**config.mk**
```make
export PLATFORM = sky130hd
export DESIGN_NAME = polar_node_seq
export DESIGN_NICKNAME = d
export VERILOG_FILES = /design/src/rtl/polar_node_seq.sv
export SDC_FILE = /design/constraint.sdc
export NUM_CORES = 1
export LEC_CHECK = 0
export ABC_AREA = 1
export ABC_CLOCK_PERIOD_IN_PS = 12800
export BUFFER_PORTS_ARGS = -buffer_cell sky130_fd_sc_hd__buf_4
export CELL_PAD_IN_SITES_DETAIL_PLACEMENT = 0
export CELL_PAD_IN_SITES_GLOBAL_PLACEMENT = 1
export CORE_ASPECT_RATIO = 1.75
export CORE_MARGIN = 4
export CORE_UTILIZATION = 45
export DETAILED_ROUTE_END_ITERATION = 12
export PLACE_DENSITY = 0.84
export SLEW_MARGIN = 25
export SYNTH_ARGS = -nofsm -noshare
export SYNTH_HDL_FRONTEND = slang
export SYNTH_SLANG_ARGS = --single-unit
```
**constraint.sdc**
```tcl
create_clock -name clk_i -period 12.8 [get_ports clk_i]
set_input_delay 3.84 -clock clk_i [delete_from_list [all_inputs] [get_ports clk_i]]
set_output_delay 3.84 -clock clk_i [all_outputs]
set_load 0.005 [all_outputs]
```
**src/rtl/polar_node_seq.sv**
```systemverilog
// polar_node_seq: sequencer for one polar successive-cancellation node step.
// Holds a 2*N_PAIRS LLR buffer; a cfg handshake issues cfg_len F- or G-ops over
// pairs (llr[i], llr[i+len]) through one shared f/g unit and streams the
// saturated results through a one-entry valid/ready output register.
// Optional build macro: POLAR_HARD_DEC_EN adds the hard_o hard-decision output.
module polar_node_seq #(
  parameter int N_PAIRS  = 4,
  parameter int QTF_SIZE = 8
) (
  input  logic                          clk_i,
  input  logic                          rst_ni,
  input  logic                          llr_we_i,
  input  logic [$clog2(2*N_PAIRS)-1:0]  llr_addr_i,
  input  logic [QTF_SIZE-1:0]           llr_data_i,
  input  logic                          cfg_valid_i,
  output logic                          cfg_ready_o,
  input  logic                          cfg_mode_i,
  input  logic [$clog2(N_PAIRS):0]      cfg_len_i,
  input  logic [N_PAIRS-1:0]            beta_i,
  output logic                          out_valid_o,
  input  logic                          out_ready_i,
  output logic [QTF_SIZE-1:0]           out_data_o,
  output logic [$clog2(N_PAIRS)-1:0]    out_idx_o,
  output logic                          busy_o,
  output logic                          done_o
`ifdef POLAR_HARD_DEC_EN
  ,
  output logic                          hard_o
`endif
);

  localparam int AW      = $clog2(2*N_PAIRS);
  localparam int IW      = $clog2(N_PAIRS);
  localparam int LW      = IW + 1;
  localparam int DEPTH   = 2*N_PAIRS;
  localparam int MAG_MAX = (1 << (QTF_SIZE-1)) - 1;

  localparam logic [LW-1:0]          LEN_MAX  = LW'(N_PAIRS);
  localparam logic [QTF_SIZE-1:0]    POS_SAT  = QTF_SIZE'(MAG_MAX);
  localparam logic [QTF_SIZE-1:0]    NEG_SAT  = QTF_SIZE'(-MAG_MAX);
  localparam logic [QTF_SIZE-1:0]    MOST_NEG = {1'b1, {(QTF_SIZE-1){1'b0}}};
  localparam logic signed [QTF_SIZE:0] SUM_HI = (QTF_SIZE+1)'(MAG_MAX);
  localparam logic signed [QTF_SIZE:0] SUM_LO = (QTF_SIZE+1)'(-MAG_MAX);

  typedef enum logic [1:0] {IDLE, RUN, DONE} state_t;

  state_t                state_reg;
  logic [QTF_SIZE-1:0]   llr_mem [DEPTH];
  logic                  mode_reg;
  logic [LW-1:0]         len_reg;
  logic [LW-1:0]         cnt_reg;
  logic [N_PAIRS-1:0]    beta_reg;
  logic                  out_valid_reg;
  logic [QTF_SIZE-1:0]   out_data_reg;
  logic [IW-1:0]         out_idx_reg;
  logic                  cfg_ready_reg;
  logic                  busy_reg;
  logic                  done_reg;

  logic [LW-1:0]         len_clamped;
  logic                  issuing;
  logic                  issue;
  logic [AW-1:0]         a_idx;
  logic [AW-1:0]         b_idx;
  logic [QTF_SIZE-1:0]   a_val, b_val, a_mag, b_mag, f_min, f_res, g_res, op_res;
  logic signed [QTF_SIZE:0] g_sum;

  // |x| with the most negative code folded onto the largest positive magnitude
  function automatic logic [QTF_SIZE-1:0] mag_sat(input logic [QTF_SIZE-1:0] x);
    if (x == MOST_NEG)
      return POS_SAT;
    else if (x[QTF_SIZE-1])
      return -x;
    else
      return x;
  endfunction

  assign len_clamped = (cfg_len_i > LEN_MAX) ? LEN_MAX : cfg_len_i;
  // pairs still to be issued; a new beat may enter when the output slot frees up
  assign issuing     = cnt_reg < len_reg;
  assign issue       = (state_reg == RUN) && issuing && (!out_valid_reg || out_ready_i);
  assign a_idx       = AW'(cnt_reg);
  assign b_idx       = AW'(cnt_reg + len_reg);

  // shared f/g unit: one pair per cycle, results saturated to +/-MAG_MAX
  always_comb begin
    a_val = llr_mem[a_idx];
    b_val = llr_mem[b_idx];
    a_mag = mag_sat(a_val);
    b_mag = mag_sat(b_val);
    f_min = (a_mag < b_mag) ? a_mag : b_mag;
    f_res = (a_val[QTF_SIZE-1] ^ b_val[QTF_SIZE-1]) ? -f_min : f_min;
    if (beta_reg[cnt_reg[IW-1:0]])
      g_sum = $signed({b_val[QTF_SIZE-1], b_val}) - $signed({a_val[QTF_SIZE-1], a_val});
    else
      g_sum = $signed({b_val[QTF_SIZE-1], b_val}) + $signed({a_val[QTF_SIZE-1], a_val});
    if (g_sum > SUM_HI)
      g_res = POS_SAT;
    else if (g_sum < SUM_LO)
      g_res = NEG_SAT;
    else
      g_res = g_sum[QTF_SIZE-1:0];
    op_res = mode_reg ? g_res : f_res;
  end

  // LLR buffer: writable only while idle, so a running pass sees a frozen buffer
  always_ff @(posedge clk_i or negedge rst_ni) begin
    if (!rst_ni) begin
      for (int k = 0; k < DEPTH; k++) llr_mem[k] <= '0;
    end else if (llr_we_i && state_reg == IDLE) begin
      llr_mem[llr_addr_i] <= llr_data_i;
    end
  end

  // node-step FSM with registered handshake, status and output-stage signals
  always_ff @(posedge clk_i or negedge rst_ni) begin
    if (!rst_ni) begin
      state_reg     <= IDLE;
      mode_reg      <= 1'b0;
      len_reg       <= '0;
      cnt_reg       <= '0;
      beta_reg      <= '0;
      out_valid_reg <= 1'b0;
      out_data_reg  <= '0;
      out_idx_reg   <= '0;
      cfg_ready_reg <= 1'b1;
      busy_reg      <= 1'b0;
      done_reg      <= 1'b0;
    end else begin
      done_reg <= 1'b0;
      case (state_reg)
        IDLE: begin
          if (cfg_valid_i && cfg_ready_reg) begin
            mode_reg      <= cfg_mode_i;
            len_reg       <= len_clamped;
            beta_reg      <= beta_i;
            cnt_reg       <= '0;
            cfg_ready_reg <= 1'b0;
            busy_reg      <= 1'b1;
            if (len_clamped == '0) begin
              state_reg <= DONE;
              done_reg  <= 1'b1;
            end else begin
              state_reg <= RUN;
            end
          end
        end
        RUN: begin
          if (issue) begin
            out_valid_reg <= 1'b1;
            out_data_reg  <= op_res;
            out_idx_reg   <= cnt_reg[IW-1:0];
            cnt_reg       <= cnt_reg + LW'(1);
          end else if (out_valid_reg && out_ready_i) begin
            // last beat leaves the slot with nothing left to issue
            out_valid_reg <= 1'b0;
            state_reg     <= DONE;
            done_reg      <= 1'b1;
          end
        end
        DONE: begin
          state_reg     <= IDLE;
          cfg_ready_reg <= 1'b1;
          busy_reg      <= 1'b0;
        end
        default: begin
          state_reg     <= IDLE;
          cfg_ready_reg <= 1'b1;
          busy_reg      <= 1'b0;
        end
      endcase
    end
  end

`ifdef POLAR_HARD_DEC_EN
  logic hard_reg;

  // hard decision captured together with each registered beat
  always_ff @(posedge clk_i or negedge rst_ni) begin
    if (!rst_ni)
      hard_reg <= 1'b0;
    else if (issue)
      hard_reg <= op_res[QTF_SIZE-1];
  end

  assign hard_o = hard_reg;
`else
  // no hard-decision output in this build
`endif

  assign cfg_ready_o = cfg_ready_reg;
  assign out_valid_o = out_valid_reg;
  assign out_data_o  = out_data_reg;
  assign out_idx_o   = out_idx_reg;
  assign busy_o      = busy_reg;
  assign done_o      = done_reg;

endmodule

```
# Word-level counts from Yosys, hierarchy flattened
# Cells that the tools add are included.
# op_classes
eq_ne	7
n_lt_le_gt_ge	10
n_reduce_logical	18
n_addsub	7
n_bitwise	5
n_mux	41
# op_table
operator	n
8-bit two-way mux	14
64-bit bitwise mux	1
8-bit binary-select mux with 3-bit select	2
8-bit demux with 3-bit select	1
8-bit negation	3
8-bit equality test, second input constant	2
4-bit >= comparator, second input constant	3
3-bit inverter with 4-bit output	3
8-bit by 8-bit adder with 9-bit output	1
9-bit by 8-bit greater-than comparator with 1-bit output, second input constant	1
9-bit by 8-bit < comparator with 1-bit output, second input constant	1
1-bit two-way mux	9
3-bit two-way mux	3
9-bit two-way mux	1
8-bit by 8-bit subtractor with 9-bit output	1
8-bit < comparator	1
2-bit two-way mux	4
2-bit AND reduction	4
1-bit logical AND	6
1-bit one-hot mux with 2 select lines	3
3-bit one-hot mux with 2 select lines	1
3-bit AND reduction	2
4-bit by 1-bit < comparator with 1-bit output, second input constant	1
2-bit by 1-bit inequality test with 1-bit output, second input constant	2
other kinds (16)	18
# totals
regBits	91
out_inout_bits	14
input_bits	24

# Logic depth before layout (Yosys ltp)
# depth
ltp_word	13
mapped_depth	33
depth_no_buf	30

# Worst setup path before layout
# Ideal clock, no wire load.
# synth_timing
path_type	input to register
start	input port llr_we_i
end	register llr_mem[16] (netlist name)
arrival_ns	4.996
setup_slack_ns	7.673
setup_ns	0.131
cell_stages	6
t_required_ns	12.669
cell_sequence	inv_1 -> nor2_1 -> nand2_1 -> nor3_1 -> clkbuf_1 -> o21ai_0
# synth_via
elab_chain_len	1
# synth_lines
item	line_no	source
from (decl)	12	input logic llr_we_i,
1-bit logical AND	110	end else if (llr_we_i && state_reg == IDLE) begin
to (signal, indexed assignment)	111	llr_mem[llr_addr_i] <= llr_data_i;
to (decl)	48	logic [QTF_SIZE-1:0] llr_mem [DEPTH];
# No other way between the ends.
# A chain may end at the register's enable or synchronous reset.

# Final worst setup path
# layout_timing
start	register cnt_reg[0] (netlist: a_idx[0])
end	register out_data_reg[3] (netlist: out_data_o[3])
# layout_via
elab_chain_len	13
# layout_lines
item	line_no	source
from (decl)	51	logic [LW-1:0] cnt_reg;
from (signal assigned)	153	cnt_reg <= cnt_reg + LW'(1);
3-bit adder	83	assign b_idx = AW'(cnt_reg + len_reg);
3-bit inverter with 4-bit output (not written as such)	88	b_val = llr_mem[b_idx];
8-bit binary-select mux with 3-bit select	88	
8-bit two-way mux (not written as such) (2 in a row)	88	
8-bit negation	73	return -x;
8-bit two-way mux	72	else if (x[QTF_SIZE-1])
8-bit two-way mux	70	if (x == MOST_NEG)
8-bit < comparator	91	f_min = (a_mag < b_mag) ? a_mag : b_mag;
8-bit two-way mux	91	
8-bit negation	92	f_res = (a_val[QTF_SIZE-1] ^ b_val[QTF_SIZE-1]) ? -f_min : f_min;
8-bit two-way mux	92	
8-bit two-way mux	103	op_res = mode_reg ? g_res : f_res;
to (signal assigned)	151	out_data_reg <= op_res;
to (decl)	54	logic [QTF_SIZE-1:0] out_data_reg;
# Parallel ways exist; a longest one is shown, timed or not. The select of a mux whose other input is x is not followed.

==> run_summary.xml <==
<?xml version="1.0" encoding="UTF-8"?>
<metrics>
  <group name="critical_path">
    <metric name="cp_num_buf_inv" unit="">6</metric>
    <metric name="worstSetupStartpointType" unit="">register</metric>
    <metric name="crit_path_max_fanout" unit="">42</metric>
    <metric name="crit_family" unit="">simple AND/OR/NAND/NOR gates</metric>
    <metric name="timing.critical_path.to_type" unit="">register</metric>
    <metric name="cp_data_arrival_time" unit="ns">6.33</metric>
    <metric name="max_stage_delay" unit="ns">0.53</metric>
    <metric name="critPathRequiredTime" unit="ns">13.08</metric>
    <metric name="crit_type" unit="">register to register</metric>
    <metric name="critical-path-slowest-cell" unit="">sky130_fd_sc_hd__or4_1</metric>
  </group>
  <group name="global_route">
    <metric name="grt_antenna_before_repair" unit="">0</metric>
    <metric name="global_route_wire_length_before_repair" unit="um">28900</metric>
    <metric name="grt.met3_usage" unit="%">3.03</metric>
    <metric name="grt.busiest_layer" unit="">met2</metric>
    <metric name="grt_max_degree" unit="">52</metric>
    <metric name="grt_pass1_vias" unit="">5647</metric>
    <metric name="groute.usage.overall" unit="%">22.6</metric>
    <metric name="global_route.usage.met1" unit="%">26.9</metric>
    <metric name="globalRouteMet2Util" unit="%">39.7</metric>
    <metric name="grt.overflow.total" unit="">0</metric>
  </group>
  <group name="finish">
    <metric name="drive_above_1_share" unit="%">9.57</metric>
    <metric name="net_count_of_the_finished_layout" unit="">974</metric>
    <metric name="layout.cells.non_filler" unit="">1104</metric>
    <metric name="antenna_cells" unit="">0</metric>
    <metric name="syn2layout_area_growth" unit="%">11.1</metric>
    <metric name="largest_register_ff_count" unit="">64</metric>
    <metric name="layout.filler_cells" unit="">1409</metric>
  </group>
  <group name="logic_synthesis">
    <metric name="ys_seq_elements" unit="">91</metric>
    <metric name="yosysMostFrequentCell" unit="">sky130_fd_sc_hd__nand2_1</metric>
    <metric name="ys.warnings.count" unit="">0</metric>
    <metric name="dominantRegCellSynth" unit="">sky130_fd_sc_hd__dfrtp_1</metric>
    <metric name="post_synth.cell_area_avg" unit="um2">6.90</metric>
    <metric name="async_flop_share" unit="%">100</metric>
    <metric name="ys_seq_area_share" unit="%">36.6</metric>
    <metric name="postSynthNetCount" unit="">952</metric>
    <metric name="synthTopCellsByCount" unit="">279 x sky130_fd_sc_hd__nand2_1, 107 x sky130_fd_sc_hd__inv_1, 91 x sky130_fd_sc_hd__o21ai_0</metric>
    <metric name="synthesis.instances" unit="">903</metric>
    <metric name="synth_largest_type_area_fraction" unit="%">36.1</metric>
    <metric name="yosys.cell_types.count" unit="">45</metric>
    <metric name="synth_top_cells_by_area" unit="">sky130_fd_sc_hd__dfrtp_1 36%, sky130_fd_sc_hd__nand2_1 17%, sky130_fd_sc_hd__o21ai_0 7.3%</metric>
    <metric name="syn_area" unit="um2">6230</metric>
    <metric name="synth_enable_flop_cells" unit="">0</metric>
    <metric name="yosys.area.top_type" unit="">sky130_fd_sc_hd__dfrtp_1</metric>
  </group>
  <group name="placed_design">
    <metric name="port_buffers" unit="">37</metric>
    <metric name="gpl.final_weighted_congestion" unit="">0.925</metric>
    <metric name="placed_cells_incl_taps" unit="">1088</metric>
    <metric name="detailedPlacementHpwl" unit="um">13300</metric>
  </group>
  <group name="clock_tree">
    <metric name="h_tree_levels" unit="">3</metric>
    <metric name="cts_hold_repair.buffers" unit="">0</metric>
    <metric name="cts_tree" unit="">yes</metric>
    <metric name="cts.repair_timing.setup_buffer_count" unit="">0</metric>
    <metric name="cts-root-buf" unit="">sky130_fd_sc_hd__clkbuf_16</metric>
    <metric name="count_of_cells_resized_by_post_cts_repair" unit="">0</metric>
    <metric name="worst_skew_pair.late_latency" unit="ns">0.35</metric>
    <metric name="cts.sink_count" unit="">91</metric>
    <metric name="number_of_buffers_between_clock_root_and_the_deepest_sink" unit="">2</metric>
    <metric name="cts_buffers" unit="">9</metric>
    <metric name="cts.clk_slew.worst_paths" unit="ns">0.07</metric>
  </group>
  <group name="sta">
    <metric name="maxSlewHeadroom" unit="%">47.0</metric>
    <metric name="grt_setup_unrepaired" unit="">false</metric>
    <metric name="setup_violations" unit="">0</metric>
    <metric name="final_min_period_over_clock_period" unit="%">47.3</metric>
    <metric name="timing.setup.tns" unit="ns">0</metric>
    <metric name="max_clock_freq" unit="MHz">165</metric>
    <metric name="whs" unit="ns">0.472</metric>
    <metric name="timing.final.max_slew_violations" unit="">0</metric>
    <metric name="final_period_demand_of_the_worst_path" unit="ns">6.05</metric>
    <metric name="skew" unit="ns">0.0115</metric>
    <metric name="worst_tran_pin_value" unit="ns">0.793</metric>
    <metric name="finalHoldViolations" unit="">0</metric>
  </group>
  <group name="route">
    <metric name="vias" unit="">5771</metric>
    <metric name="drt_drc_violations_left" unit="">0</metric>
    <metric name="totalWireLength" unit="um">17600</metric>
    <metric name="dr.pass1.iters" unit="">5</metric>
    <metric name="first_iter_violations" unit="">339</metric>
    <metric name="ant_nets" unit="">0</metric>
    <metric name="vias_per_cell" unit="">5.23</metric>
    <metric name="routedWlPerCell" unit="um">15.9</metric>
  </group>
  <group name="floorplanning">
    <metric name="fp_rows" unit="">56</metric>
    <metric name="die_h" unit="um">164</metric>
    <metric name="initial_core_util" unit="%">46.1</metric>
    <metric name="die-area" unit="um2">15900</metric>
    <metric name="fp.dieW" unit="um">97.0</metric>
    <metric name="boundaryPins" unit="">38</metric>
    <metric name="core_region_area" unit="um2">13500</metric>
  </group>
  <group name="flow_run">
    <metric name="max-cap-violations" unit="">0</metric>
  </group>
  <group name="hold_path">
    <metric name="hold_class" unit="">register to register</metric>
  </group>
  <group name="run_status">
    <metric name="outcome" unit="">finished, final reports clean</metric>
  </group>
</metrics>
-- cell type report --
cell class / count / area (um2) / share of cell area (%)
multi-input cells: 665 / 3400 / 49.1
flip-flops and latches: 91 / 2280 / 32.9
well taps: 174 / 218 / 3.14
repair buffers: 42 / 315 / 4.55
clock buffers: 10 / 229 / 3.31
clock inverters: 6 / 48.8 / 0.705
inverters: 116 / 435 / 6.29
-- cell usage in the layout (no fill, tap or decap), types with 3 or more instances in the layout --
master | netlist | layout
sky130_fd_sc_hd__nor3_1 | 5 | 3
sky130_fd_sc_hd__xor2_1 | 7 | 7
sky130_fd_sc_hd__nor2_1 | 51 | 51
sky130_fd_sc_hd__o211ai_1 | 3 | 3
sky130_fd_sc_hd__inv_1 | 107 | 107
sky130_fd_sc_hd__nand2_4 | 5 | 5
sky130_fd_sc_hd__a31oi_1 | 3 | 3
sky130_fd_sc_hd__a21oi_1 | 42 | 42
sky130_fd_sc_hd__ha_1 | 23 | 23
sky130_fd_sc_hd__nand3_1 | 69 | 69
sky130_fd_sc_hd__clkinv_1 | 3 | 3
sky130_fd_sc_hd__dfrtp_1 | 90 | 90
sky130_fd_sc_hd__o21ai_0 | 91 | 91
sky130_fd_sc_hd__nand2_2 | 7 | 7
sky130_fd_sc_hd__xnor2_1 | 8 | 8
sky130_fd_sc_hd__nand4_1 | 10 | 10
sky130_fd_sc_hd__o21ai_1 | 28 | 28
sky130_fd_sc_hd__inv_2 | 6 | 6
sky130_fd_sc_hd__buf_4 | 0 | 42
sky130_fd_sc_hd__clkbuf_16 | 0 | 9
sky130_fd_sc_hd__nand3b_1 | 6 | 6
sky130_fd_sc_hd__nand2_1 | 279 | 279
-- per-stage QoR --
step / setup slack, ns / utilization (%) / area, um2
after floorplan: 7.67 / - / 6230
after global routing: 6.19 / 51.2 / 6920
after detailed placement: 6.79 / 49.1 / 6630
after global placement: 6.75 / 49.1 / 6630
after CTS: 6.76 / 51.1 / 6910
final: 6.75 / 51.2 / 6920
-- metal layers --
layer	wire length (um)	vias up	share of wire, %
met5	0	-	0
met4	795	0	4.5
met3	500	44	2.8
met2	9100	117	52
met1	7170	2653	41
li1	-	2957	-
-- worst min-delay path, cell delays in order (launching register included) --
cell and delay [ns]:
sky130_fd_sc_hd__dfrtp_1 0.34, sky130_fd_sc_hd__nand2_1 0.05, sky130_fd_sc_hd__nand2_1 0.05
-- worst paths after layout --
path                              from       endpoint  slack (ns)  cells after the start
setup / recovery              a_idx[0]  out_data_o[3]        6.75                     28
hold / removal             beta_reg[0]    beta_reg[0]        0.47                      2
setup reg to reg              a_idx[0]  out_data_o[3]        6.75                     28
hold reg to reg            beta_reg[0]    beta_reg[0]        0.47                      2
max in group asynchronous       rst_ni    llr_mem[37]        8.27                      2
min in group asynchronous       rst_ni  out_data_o[7]        3.48                      1
-- cells by family after synthesis --
family / after synthesis / share of synthesized area, %
fa+ha+maj: 25 / 5.26
buf+inv: 147 / 9.24
mux: 1 / 0.161
compound gates: 181 / 15.5
xor+xnor: 17 / 2.81
simple gates: 441 / 30.5
flops: 91 / 36.6
Power is not shown: default switching activity piles up to over one toggle a cycle in this logic, so the estimate is an artifact.
